File: config.mk
export PLATFORM = sky130hd
export DESIGN_NAME = pc_ctrl
export DESIGN_NICKNAME = d
export VERILOG_FILES = /design/src/rtl/pc_ctrl.sv
export SDC_FILE = /design/constraint.sdc
export NUM_CORES = 1
export LEC_CHECK = 0
export CORE_MARGIN = 4
export CORE_UTILIZATION = 60
export DETAILED_ROUTE_END_ITERATION = 7
export GPL_TIMING_DRIVEN = 1
export PLACE_DENSITY = 0.9
export SYNTH_ARGS = -nofsm -noshare
export SYNTH_HDL_FRONTEND = slang
export SYNTH_SLANG_ARGS = --single-unit
export TNS_END_PERCENT = 5
File: constraint.sdc
create_clock -name clk -period 4.1 [get_ports clk]
set_clock_uncertainty 0.1 [all_clocks]
set_input_delay 0.82 -clock clk [delete_from_list [all_inputs] [get_ports clk]]
set_output_delay 0.82 -clock clk [all_outputs]
set_load 0.02 [all_outputs]
File: src/rtl/pc_ctrl.sv
// Program-counter sequencer: selects the next instruction address from halt/jump/branch
// controls and a loadable branch-target table, and owns the start/done handshake.
module pc_ctrl #(
  parameter int PC_W       = 10,
  parameter int LUT_IDX_W  = 4,
  parameter int START_ADDR = 0
) (
  input  logic                 clk,
  input  logic                 rst_n,
  input  logic                 start,
  input  logic                 stall_i,
  input  logic                 halt_i,
  input  logic                 jump_i,
  input  logic                 branch_i,
  input  logic                 eq_i,
  input  logic [LUT_IDX_W-1:0] target_idx,
  input  logic                 lut_we,
  input  logic [LUT_IDX_W-1:0] lut_waddr,
  input  logic [PC_W-1:0]      lut_wdata,
  output logic [PC_W-1:0]      pc,
  output logic                 running,
  output logic                 done,
  output logic [15:0]          cycles
);

  typedef enum logic [1:0] {IDLE, RUN, HALTED} state_t;

  localparam int LUT_N = 1 << LUT_IDX_W;

  state_t          state;
  logic [PC_W-1:0] lut [LUT_N];
  logic [PC_W-1:0] lut_rdata;
  logic            take;

  // Reads see stored contents only, so a same-edge write is visible one cycle later.
  assign lut_rdata = lut[target_idx];
  assign take      = jump_i | (branch_i & eq_i);

  assign running = (state == RUN);
  assign done    = (state == HALTED);

  // NOTE: sequential state uses non-blocking assignments so every register samples pre-edge values.
  always_ff @(posedge clk or negedge rst_n) begin
    if (!rst_n) begin
      state  <= IDLE;
      pc     <= '0;
      cycles <= '0;
    end else begin
      unique case (state)
        IDLE, HALTED: begin
          if (start) begin
            state  <= RUN;
            pc     <= PC_W'(START_ADDR);
            cycles <= '0;
          end
        end
        RUN: begin
          if (cycles != 16'hFFFF) cycles <= cycles + 16'd1;
          if (!stall_i) begin
            if (halt_i)    state <= HALTED;
            else if (take) pc    <= lut_rdata;
            else           pc    <= pc + PC_W'(1);
          end
        end
        default: state <= IDLE;
      endcase
    end
  end

  // NOTE: the target table is deliberately reset; reset must leave every entry at zero,
  // which rules out a plain RAM macro here.
  always_ff @(posedge clk or negedge rst_n) begin
    if (!rst_n) begin
      for (int i = 0; i < LUT_N; i++) lut[i] <= '0;
    end else if (lut_we) begin
      lut[lut_waddr] <= lut_wdata;
    end
  end

endmodule

Yosys cells after proc, flatten, opt, wreduce, memory -nomap -nowiden
Index checks and enable logic that the tools add are counted.
- muxes and demuxes: 18
- $lt $le $gt $ge: 3
- $add $sub $neg: 2
- $mul: 0
- reductions and logical operators: 7
- div/mod/pow operators: 0
- shift operators: 0
- bitwise gates (word level): 4
- eq/ne operators: 8
- operator list (operator ; number):
    $bwmux 160 ; 1
    $mux 10 ; 7
    $bmux 10 s4 ; 1
    $demux 10 s4 ; 1
    $mux 16 ; 2
    $pmux 16 s2 ; 1
    $pmux 10 s2 ; 1
    $add 16x1->16 const B ; 1
    $ne 16x16->1 const B ; 1
    $add 10x1->10 const B ; 1
    $ge 5x5->1 const B ; 2
    $not 4->5 ; 2
    $ne 2x2->1 const B ; 4
    $mux 2 ; 3
    $reduce_and 3->1 ; 2
    $lt 5x1->1 const B ; 1
    $pmux 2 s2 ; 1
    $reduce_and 4->1 ; 1
    $eq 2x1->1 const B ; 1
    $eq 2x2->1 const B ; 1
    $logic_not 2->1 ; 1
    $ne 2x1->1 const B ; 1
    $reduce_bool 2->1 ; 1
    $reduce_or 2->1 ; 1
    other kinds (3) ; 3
- bits in writable memories: 0
- register bits after elaboration: 188
- word-level logic and storage cells: 61
- bits in latches: 0
- bits of input ports: 27
- memory bits (read-only): 0
- output and inout bits: 28
- memories: 0

Depth between registers and ports, before layout
- depth in word-level cells: 8
- gate-level depth with buffers: 8
- depth with buffers taken out: 6

Worst setup path after synthesis
OpenSTA, ideal clock, no wires.
- path kind: in2reg
- from: input port target_idx[0]
- to: register pc[7]
- path buffers: 1
- stages on the path: 5
- data arrival time: 2.118 ns
- data required time: 3.866 ns
- path slack: 1.748 ns
- setup time: 0.134 ns
- path through: buf_6 -> mux4_1 -> mux2_2 -> a2111oi_2 -> nor4_1
- word-level cells in the longest chain between the ends: 8
- RTL lines (element ; line ; RTL):
    start, declared ; 16 ; input logic [LUT_IDX_W-1:0] target_idx,
    $not 4->5 (implied by the code) ; 36 ; assign lut_rdata = lut[target_idx];
    $bmux 10 s4 ; 36 ;
    $mux 10 (implied by the code) (2 in a row) ; 36 ;
    $mux 10 ; 61 ; else if (take) pc <= lut_rdata;
    $mux 10 ; 60 ; if (halt_i) state <= HALTED;
    $mux 10 ; 59 ; if (!stall_i) begin
    $pmux 10 s2 ; 49 ; unique case (state)
    end signal, assigned ; 53 ; pc <= PC_W'(START_ADDR);
    end signal, assigned ; 61 ;
    end signal, assigned ; 62 ; else pc <= pc + PC_W'(1);
    end, declared ; 20 ; output logic [PC_W-1:0] pc,
No other way between the ends. The select of a mux whose other input is x is not followed.
A chain may end at the register's enable or synchronous reset.

Worst setup path after layout
- from: input port target_idx[1]
- to: register pc[4]
Same word-level chain as after synthesis.

==> flow_metrics.env <==
export IMPL_run_status="finished clean"
export IMPL_placed_cells=859
export IMPL_required_ns=4.32
export IMPL_fin_tns_setup_ns=0
export IMPL_antenna_cells=0
export IMPL_leakage_nw=4.352
export IMPL_fin_crit_ns=2.849
export IMPL_path_clk_slew_ns=0.07
export IMPL_hpwl_um=14390
export IMPL_setup_viol=0
export IMPL_cts_inserted_buffers=17
export IMPL_cap_violations=0
export IMPL_placedInstanceArea_mm2=0.009646
export IMPL_ys_warn_count=0
export IMPL_coreArea_mm2=0.01459
export IMPL_n_fill_cell=896
export IMPL_synthCells=644
export IMPL_wl_per_cell_um=25.43
export IMPL_synth_cell_types=48
export IMPL_seq_area_frac_synth_pct=52.53
export IMPL_antenna_found_initial=0
export IMPL_grt_overflow_total=0
export IMPL_vias_per_cell=6.789
export IMPL_syn_cell_area_mm2=0.008956
export IMPL_drt_iter0_drc=689
export IMPL_fin_crit_sh_pct=69.49
export IMPL_reg2regPathDepth=5
export IMPL_p_per_area_mw_per_mm2=518.4
export IMPL_final_design_area_no_fill_mm2=0.01024
export IMPL_post_cts_buffers=0
export IMPL_regArea_mm2=0.004705
export IMPL_ir_drop_uv=371.6
export IMPL_die_area_mm2=0.01695
export IMPL_wirelength_um=22660
export IMPL_syn_area_per_cell_um2=13.91
export IMPL_hold_violations=0
export IMPL_fin_cells=891
export IMPL_io_buffers=54
export IMPL_vias=6049
export IMPL_clockBufferDepth=2
export IMPL_crit_path_end_kind="register"
export IMPL_ys_flop_type="dfrtp_1"
export IMPL_grt_pass1_vias=6470
export IMPL_start_util_pct=61.39
export IMPL_worst_pin_slew_ns=0.9511
export IMPL_grt_usage_pct=28.55
export IMPL_firstDrtPassIters=7
export IMPL_nets=723
export IMPL_syn_num_nets=673
export IMPL_crit_arrival_ns=3.07
export IMPL_ys_seq_elements=188
export IMPL_rows=44
export IMPL_ctsHoldBuffers=0
export IMPL_slew_headroom_pct=36.52
export IMPL_multi_input_area_mm2=0.004058
export IMPL_crit_fanout=25
export IMPL_cts_htree_levels=4
export IMPL_fmax_mhz=351.0
export IMPL_critPathKind="in -> reg"
export IMPL_cts_tree="done"
export IMPL_synthArstFlopShare_pct=100.0
export IMPL_drive_gt1_share_pct=35.79
export IMPL_die_x_um=130.2
export IMPL_hold_class="in -> async"
export IMPL_grt_max_degree=89
export IMPL_drtAntennaViolNets=0
export IMPL_clk_latency_ns=0.44
export IMPL_cts_sinks=188
export IMPL_critPathLaunchType="primary input"
export IMPL_root_buffer="clkbuf_16"
export IMPL_maxSlewViolCount=0
export IMPL_rsz0062_at_grt="false"
export IMPL_cts_resized=0
export IMPL_gp_congestion=0.9825
export IMPL_syn2layout_area_growth_pct=14.33
export IMPL_synth_edf_count=0
export IMPL_grt_first_pass_wirelength_um=35980
export IMPL_drc_errors=0
export IMPL_ios=55
export IMPL_chipHeight_um=130.2
-- state kept, by name, summed over array words and instances, names as in the netlist --
register	cells
pc	10
lut	160
state	2
cycles	16
-- critical path: stages --
cell and delay, ns:
clkdlybuf4s50_1 0.66, buf_4 0.39, nor2b_1 0.39, a22oi_1 0.17
nand3_1 0.13, o21ai_0 0.13, a221o_1 0.37
-- per-stage QoR --
| step | power, mW | hold WS [ns] | utilization, % | worst slack [ns] |
|---|---|---|---|---|
| after floorplan | 3.226 | 0.3704 | - | 1.748 |
| after global placement | 3.548 | 0.3812 | 66.11 | 1.026 |
| after detailed placement | 3.651 | 0.3871 | 66.11 | 0.9013 |
| after CTS | 5.311 | 0.3652 | 70.19 | 1.336 |
| after global routing | 5.524 | 0.4077 | 70.19 | 1.154 |
| final | 5.308 | 0.3416 | 70.19 | 1.251 |
-- routing by layer --
layer / vias up / global-route usage (%) / routed length [um] / part of all wire [%]
met5: - / 0 / 0 / 0
met4: 0 / 12.71 / 816 / 3.6
met3: 83 / 7.368 / 2086 / 9.2
met2: 366 / 45.78 / 11130 / 49
met1: 3083 / 37.02 / 8627 / 38
li1: 2517 / - / - / -
-- layout make-up --
class | instances | area share, %
flip-flops and latches | 188 | 45.94
multi-input cells | 415 | 39.63
repair buffers | 65 | 6.122
clock buffers | 18 | 4.289
well taps | 184 | 2.248
clock inverters | 14 | 1.515
inverters | 7 | 0.2566
-- cells in the mapped netlist, types with 5 or more instances --
master / count / area share (%)
nand3_1: 10 / 0.56
nor2_1: 21 / 0.88
and3_1: 6 / 0.42
a31oi_1: 5 / 0.35
nor3b_1: 5 / 0.42
a21oi_1: 8 / 0.45
o21ai_0: 16 / 0.89
a211oi_1: 7 / 0.59
inv_1: 7 / 0.29
mux2_2: 163 / 20
nor2_2: 9 / 0.63
nand2b_1: 5 / 0.35
nand2_1: 26 / 1.1
mux2i_1: 24 / 2.7
nor3_1: 11 / 0.61
dfrtp_1: 188 / 53
clkbuf_1: 18 / 0.75
buf_2: 11 / 0.61
mux4_2: 29 / 7.3
xnor2_1: 10 / 0.98
nor4_1: 5 / 0.35
-- power by group --
part | switching [mW] | leakage, nW | internal, mW | total [mW]
Combinational | 0.500 | 1.72 | 0.620 | 1.12
Clock | 0.765 | 0.288 | 0.879 | 1.64
Sequential | 0.280 | 2.34 | 2.26 | 2.54
Total | 1.55 | 4.35 | 3.76 | 5.31
-- path summary, 6_finish.rpt --
check | endpoint | from | slack (ns)
min in group clk | lut[70]$_DFFE_PN0P_ | lut[70]$_DFFE_PN0P_ | 0.40
setup reg to reg | cycles[13]$_DFFE_PN0P_ | state[0]$_DFFE_PN0P_ | 1.79
hold reg to reg | lut[70]$_DFFE_PN0P_ | lut[70]$_DFFE_PN0P_ | 0.40
max in group asynchronous | lut[58]$_DFFE_PN0P_ | rst_n | 2.70
setup / recovery | pc[4]$_DFFE_PN0P_ | target_idx[1] | 1.25
hold / removal | cycles[13]$_DFFE_PN0P_ | rst_n | 0.34
-- cells by family after synthesis --
family | synth area share, %
AOI/OAI and AO/OA | 4.610
xor gates and xnor gates | 0.9779
adders and majority gates | 0.2794
buffers and inverters | 2.165
DFF | 52.53
muxes | 31.64
and+or+nand+nor | 7.795
-- cell usage in the layout (no fill, tap or decap), types with 5 or more instances in the layout --
cell type          n
nand2b_1           5
nor2_1            21
nor3b_1            5
and3_1             6
nand2_1           26
clkdlybuf4s50_1   51
mux4_2            29
buf_4             10
nand3_1           10
clkbuf_16         17
a21oi_1            8
o21ai_0           16
inv_1              7
nor2_2             9
xnor2_1           10
mux2i_1           24
a31oi_1            5
a211oi_1           7
dfrtp_1          188
nor3_1            11
nor4_1             5
mux2_2           163
(Power assumes the default switching activity.)
